===== config.mk =====
export PLATFORM = sky130hd
export DESIGN_NAME = hazard_forward_unit_flat
export DESIGN_NICKNAME = d
export VERILOG_FILES = /design/src/rtl/lc3b_types.sv /design/src/rtl/hazard_forward_unit_if.sv /design/src/rtl/src_hazard_check.sv /design/src/rtl/hazard_forward_unit.sv /design/src/flat_wrapper.sv
export SDC_FILE = /design/constraint.sdc
export NUM_CORES = 1
export LEC_CHECK = 0
export ABC_CLOCK_PERIOD_IN_PS = 4900
export CORE_UTILIZATION = 48
export DETAILED_ROUTE_END_ITERATION = 8
export PLACE_DENSITY_LB_ADDON = 0.1
export SETUP_SLACK_MARGIN = 0.02
export SYNTH_ARGS = -nofsm -noshare
export SYNTH_HDL_FRONTEND = slang
export SYNTH_SLANG_ARGS = --single-unit

===== constraint.sdc =====
create_clock -name clk -period 4.9 [get_ports clk]
set_clock_uncertainty 0.05 [all_clocks]
set_input_delay 0.735 -clock clk [delete_from_list [all_inputs] [get_ports clk]]
set_output_delay 0.735 -clock clk [all_outputs]
set_load 0.05 [all_outputs]

===== src/rtl/lc3b_types.sv =====
// Shared types for the hazard/forwarding unit: register id, scoreboard entry,
// forwarding-select constants and the stall FSM state encoding.
package lc3b_types;

  typedef logic [2:0] lc3b_reg;

  typedef struct packed {
    logic    valid;
    lc3b_reg dr;
    logic    dr_needed;
    logic    is_load;
  } sb_entry_t;

  localparam int FWD_REGFILE = 0;
  localparam int FWD_EXMEM   = 1;
  localparam int FWD_MEMWB   = 2;

  typedef enum logic [1:0] {
    ST_RUN    = 2'd0,
    ST_LSTALL = 2'd1,
    ST_FREEZE = 2'd2
  } hfu_state_e;

endpackage


===== src/rtl/hazard_forward_unit_if.sv =====
// ID-stage operand bundle presented to the hazard/forwarding unit.
interface hazard_forward_unit_if #(
  parameter int NUM_SRC = 3
) ();
  logic                                  id_valid;
  lc3b_types::lc3b_reg [NUM_SRC-1:0]     id_sr;
  logic                [NUM_SRC-1:0]     id_sr_needed;
  lc3b_types::lc3b_reg                   id_dr;
  logic                                  id_dr_needed;
  logic                                  id_is_load;

  modport master (
    output id_valid, id_sr, id_sr_needed, id_dr, id_dr_needed, id_is_load
  );
  modport slave (
    input  id_valid, id_sr, id_sr_needed, id_dr, id_dr_needed, id_is_load
  );
endinterface


===== src/rtl/src_hazard_check.sv =====
// One source-operand channel: finds the youngest in-flight producer of sr and
// reports the forwarding select it implies and whether it is a load-use hazard.
module src_hazard_check
  import lc3b_types::*;
#(
  parameter int STAGES   = 3,
  parameter int LOAD_LAT = 1,
  parameter int SEL_W    = $clog2(STAGES+1)
) (
  input  sb_entry_t [STAGES-1:0] sb,
  input  lc3b_reg                sr,
  input  logic                   sr_needed,
  output logic [SEL_W-1:0]       fwd_nxt,
  output logic                   load_use
);

  // Walk oldest to youngest so the youngest match is the one that sticks.
  always_comb begin
    fwd_nxt  = SEL_W'(FWD_REGFILE);
    load_use = 1'b0;
    for (int k = STAGES-1; k >= 0; k--) begin
      if (sr_needed && sb[k].valid && sb[k].dr_needed && (sb[k].dr == sr)) begin
        load_use = sb[k].is_load && (k < LOAD_LAT);
        fwd_nxt  = (k + 1 <= STAGES - 1) ? SEL_W'(k + 1) : SEL_W'(FWD_REGFILE);
      end
    end
  end

endmodule


===== src/rtl/hazard_forward_unit.sv =====
// LC-3b load-use stall and operand-forwarding control with a producer scoreboard.
// Optional HAZARD_PERF_EN adds saturating stall_count / fwd_count outputs.
module hazard_forward_unit
  import lc3b_types::*;
#(
  parameter  int NUM_SRC  = 3,
  parameter  int STAGES   = 3,
  parameter  int LOAD_LAT = 1,
  localparam int SEL_W    = $clog2(STAGES+1)
) (
  input  logic                          clk,
  input  logic                          rst,
  hazard_forward_unit_if.slave          id,
  input  logic                          pipe_advance,
  input  logic                          flush,
  output logic [NUM_SRC-1:0][SEL_W-1:0] fwd_sel,
  output logic                          stall_id,
  output logic [1:0]                    state
`ifdef HAZARD_PERF_EN
  ,
  output logic [15:0]                   stall_count,
  output logic [15:0]                   fwd_count
`endif
);

  sb_entry_t [STAGES-1:0]        sb_q, sb_d;
  logic [NUM_SRC-1:0][SEL_W-1:0] fwd_sel_q, fwd_sel_d;
  logic [NUM_SRC-1:0][SEL_W-1:0] fwd_nxt;
  logic [NUM_SRC-1:0]            load_use;
  hfu_state_e                    state_q, state_d;
  logic                          issue;
  sb_entry_t                     id_entry;

  for (genvar i = 0; i < NUM_SRC; i++) begin : g_src
    src_hazard_check #(
      .STAGES  (STAGES),
      .LOAD_LAT(LOAD_LAT),
      .SEL_W   (SEL_W)
    ) u_chk (
      .sb       (sb_q),
      .sr       (id.id_sr[i]),
      .sr_needed(id.id_sr_needed[i]),
      .fwd_nxt  (fwd_nxt[i]),
      .load_use (load_use[i])
    );
  end

  // Flush wins over stall: a squashed ID instruction never holds the front end.
  assign stall_id = id.id_valid & ~flush & (|load_use);
  assign issue    = id.id_valid & ~stall_id & ~flush;

  always_comb begin
    id_entry.valid     = 1'b1;
    id_entry.dr        = id.id_dr;
    id_entry.dr_needed = id.id_dr_needed;
    id_entry.is_load   = id.id_is_load;
  end

  always_comb begin
    sb_d      = sb_q;
    fwd_sel_d = fwd_sel_q;
    if (pipe_advance) begin
      for (int k = STAGES-1; k > 0; k--) sb_d[k] = sb_q[k-1];
      sb_d[0]   = issue ? id_entry : '0;
      fwd_sel_d = issue ? fwd_nxt : '0;
    end else if (flush) begin
      // Frozen pipe: only the EX occupant is squashed, older stages hold.
      sb_d[0].valid = 1'b0;
      fwd_sel_d     = '0;
    end
  end

  always_comb begin
    state_d = state_q;
    if (!pipe_advance)  state_d = ST_FREEZE;
    else if (stall_id)  state_d = ST_LSTALL;
    else                state_d = ST_RUN;
  end

  always_ff @(posedge clk) begin
    if (rst) begin
      sb_q      <= '0;
      fwd_sel_q <= '0;
      state_q   <= ST_RUN;
    end else begin
      sb_q      <= sb_d;
      fwd_sel_q <= fwd_sel_d;
      state_q   <= state_d;
    end
  end

  assign fwd_sel = fwd_sel_q;
  assign state   = state_q;

`ifdef HAZARD_PERF_EN
  logic [15:0] stall_count_q, stall_count_d;
  logic [15:0] fwd_count_q, fwd_count_d;

  always_comb begin
    stall_count_d = stall_count_q;
    fwd_count_d   = fwd_count_q;
    if (pipe_advance && stall_id && (stall_count_q != 16'hFFFF))
      stall_count_d = stall_count_q + 16'd1;
    if (pipe_advance && (|fwd_sel_d) && (fwd_count_q != 16'hFFFF))
      fwd_count_d = fwd_count_q + 16'd1;
  end

  always_ff @(posedge clk) begin
    if (rst) begin
      stall_count_q <= '0;
      fwd_count_q   <= '0;
    end else begin
      stall_count_q <= stall_count_d;
      fwd_count_q   <= fwd_count_d;
    end
  end

  assign stall_count = stall_count_q;
  assign fwd_count   = fwd_count_q;
`endif

endmodule


===== src/flat_wrapper.sv =====
// flat-port wrapper written by rule: the top's interface ports become plain ports
module hazard_forward_unit_flat import lc3b_types::*;
#(
  parameter  int NUM_SRC  = 3,
  parameter  int STAGES   = 3,
  parameter  int LOAD_LAT = 1,
  localparam int SEL_W    = $clog2(STAGES+1)
)
  (clk, rst, pipe_advance, flush, fwd_sel, stall_id, state, id_id_valid, id_id_sr, id_id_sr_needed, id_id_dr, id_id_dr_needed, id_id_is_load);
  hazard_forward_unit_if #(.NUM_SRC(NUM_SRC)) id_i ();
  input  logic clk;
  input  logic rst;
  input  logic pipe_advance;
  input  logic flush;
  output logic [NUM_SRC-1:0][SEL_W-1:0] fwd_sel;
  output logic stall_id;
  output logic [1:0] state;
  input wire logic [$bits(id_i.id_valid)-1:0] id_id_valid;
  input wire logic [$bits(id_i.id_sr)-1:0] id_id_sr;
  input wire logic [$bits(id_i.id_sr_needed)-1:0] id_id_sr_needed;
  input wire logic [$bits(id_i.id_dr)-1:0] id_id_dr;
  input wire logic [$bits(id_i.id_dr_needed)-1:0] id_id_dr_needed;
  input wire logic [$bits(id_i.id_is_load)-1:0] id_id_is_load;
  assign id_i.id_valid = id_id_valid;
  assign id_i.id_sr = id_id_sr;
  assign id_i.id_sr_needed = id_id_sr_needed;
  assign id_i.id_dr = id_id_dr;
  assign id_i.id_dr_needed = id_id_dr_needed;
  assign id_i.id_is_load = id_id_is_load;
  hazard_forward_unit #(.NUM_SRC(NUM_SRC), .STAGES(STAGES), .LOAD_LAT(LOAD_LAT)) u_core (.clk(clk), .rst(rst), .id(id_i), .pipe_advance(pipe_advance), .flush(flush), .fwd_sel(fwd_sel), .stall_id(stall_id), .state(state));
endmodule

==> metrics.txt <==
status completed; PD cells 213 nW/um^2; setup bufs post-CTS 0; Routed WL 2080 microns; YS warnings 0; Bufs on Longest Clock Path 2; worst hold slack 0.396 ns; Post-Synthesis Cells 109; Inst Count DP 158; area of the multi-input gates 541 sq um; commonest cells in the netlist 19 x dfxtp_1, 17 x nand2_1, 13 x xor2_1; EDFF count, synth 0; Pre-antenna DRT Iters 2; final setup fails 0; net count after synthesis 131; Avg Vias per Cell 5.18; DR WL/cell 12.8 microns; number of port buffers 30; period utilization 0.828; CP most frequent cell clkdlybuf4s50_1; Die Wd 46.8 microns; latest clock arrival within the worst-skew pair 0.29 ns; Critical Path RT 4.12 ns; minimum clock period after layout 4.06 ns; Area contributors post-synth dfxtp_1 39%, xor2_1 12%, nand2_1 6.6%; fin area 1290 sq um; CTS tree built; GRT Overall Usage 0.229; Starting Density 0.535; antenna cells 0; Ports 31; fmax 247 MHz; post-synth top area share 0.394; total of max-cap violations 0; Cell variety after synth 27; global-route wire length before repair 3510 microns; cell class contributing the biggest share of worst-path delay buffers and inverters; Final TNS setup 0 ns; Peak VDD IR 0.206 mV; DRC 0; post_cts resized 0; initial antenna violation count 0; dpl ws 0.849 ns; Hold Violations, Final 0; Clock transition at path regs 0.10 ns; CTS buffer count 3; WP buf/inv 2; share of async-settable or async-resettable flops after synthesis 0; htree depth 1; Critical Path End Type primary output; Root Driver clkbuf_4; ys flop type dfxtp_1; vias in the first global route 821; Final Max Slew Viols 0; Register Area 380 sq um; die height 46.8 microns; largest area contributor in the netlist dfxtp_1; RSZ-0062 raised after global routing no; syn_area_per_cell 8.85 sq um; Site Rows 15; largest net degree at the start of global routing 12; Detailed Place HPWL 1700 microns; Post-CTS Hold Buffers 0; worst min path class reg2reg; initial DRC count 15; antenna-violating nets left 0; register bit total from synthesis 19; sequential fraction of the synthesis area 0.394; post-route setup slack 0.843 ns; total vias in the final route 839; Finished Layout Cells 162; grt total ovfl 0; CP cell instances clkdlybuf4s50_1 -> xor2_1 -> or4_4 -> a31oi_4 -> and3b_1 -> clkdlybuf4s50_1; ratio of cells with drive above 1 in the final layout 0.0730; Pleak 0.479 nW; Crit Path Class in2out; Worst-Margin Slew 0.566 ns; crit-path max FO 10; Fill cells 153; Mapped Area 965 sq um; Worst EP arrival 3.27 ns; RD Place Congestion 0.812; worst rel slew slack 0.617; NumNets Final 160; most numerous cell in the Yosys netlist dfxtp_1; slowest CP cell clkdlybuf4s50_1; CP peak stage delay 0.80 ns; area of the die 2190 sq um; CP Launch Type input port; synthesis-to-layout area growth 33.3%; placed cell areas 1260 sq um; CTS sink count 19; core area 1800 sq um
-- area by class of cell --
| class | instances | share of cell area |
|---|---|---|
| well taps | 25 | 0.0243 |
| clock buffers | 4 | 0.0204 |
| inverters | 2 | 0.00584 |
| flip-flops and latches | 19 | 0.296 |
| repair buffers | 30 | 0.233 |
| multi-input cells | 82 | 0.420 |
-- worst min-delay path, cell delays in order (launching register included) --
cell	delay, ns
dfxtp_1	0.32
nand2_1	0.05
o21ai_1	0.05
-- path summary, 6_finish.rpt --
path,from,endpoint,slack (ns),cells past startpoint
setup / recovery,id_id_sr[2],stall_id,0.84,6
hold / removal,u_core.fwd_sel[5],u_core.fwd_sel[5],0.40,2
setup reg to reg,u_core.sb_q[4],u_core.sb_q[4],3.11,4
hold reg to reg,u_core.fwd_sel[5],u_core.fwd_sel[5],0.40,2
-- cells by family after synthesis --
kind of cell    Yosys count  synth area share
flops                    19             0.394
compound gates           14            0.0947
mux                       5            0.0519
xor+xnor                 18             0.163
buf+inv                   8            0.0454
simple gates             45             0.250
-- per-stage QoR --
step / total power [mW] / util
finish: 0.274 / 0.714
global route: 0.291 / 0.714
CTS: 0.278 / 0.714
detailed placement: 0.202 / 0.699
global placement: 0.201 / 0.699
floorplan: 0.180 / -
-- per-layer routing --
| layer | vias to the layer above | part of all wire | global-route usage |
|---|---|---|---|
| li1 | 425 | - | - |
| met4 | 0 | 0.021 | 0.0857 |
| met3 | 7 | 0.030 | 0.0462 |
| met2 | 22 | 0.50 | 0.408 |
| met5 | - | 0 | 0 |
| met1 | 385 | 0.45 | 0.269 |
-- sequential cells by signal, summed over array words and instances (netlist names) --
signal	cells
u_core.fwd_sel	6
u_core.sb_q	11
u_core.state	2
-- cells in the final DEF (no fill, tap or decap), types with 4 or more instances in the layout --
cell type        netlist  layout
clkdlybuf4s50_1        0      30
dfxtp_1               19      19
nand2_1               17      17
xor2_1                13      13
nor2_1                 9       9
o21ai_0                6       6
mux2i_1                5       5
xnor2_1                5       5
nand3_1                4       4
a21oi_1                4       4
-- power breakdown --
group | internal [mW] | switching [mW]
sequential | 0.157 | 0.00284
clock | 0.0317 | 0.0439
combinational | 0.0232 | 0.0162
total | 0.211 | 0.0630
Power figures use the tool's default switching activity.
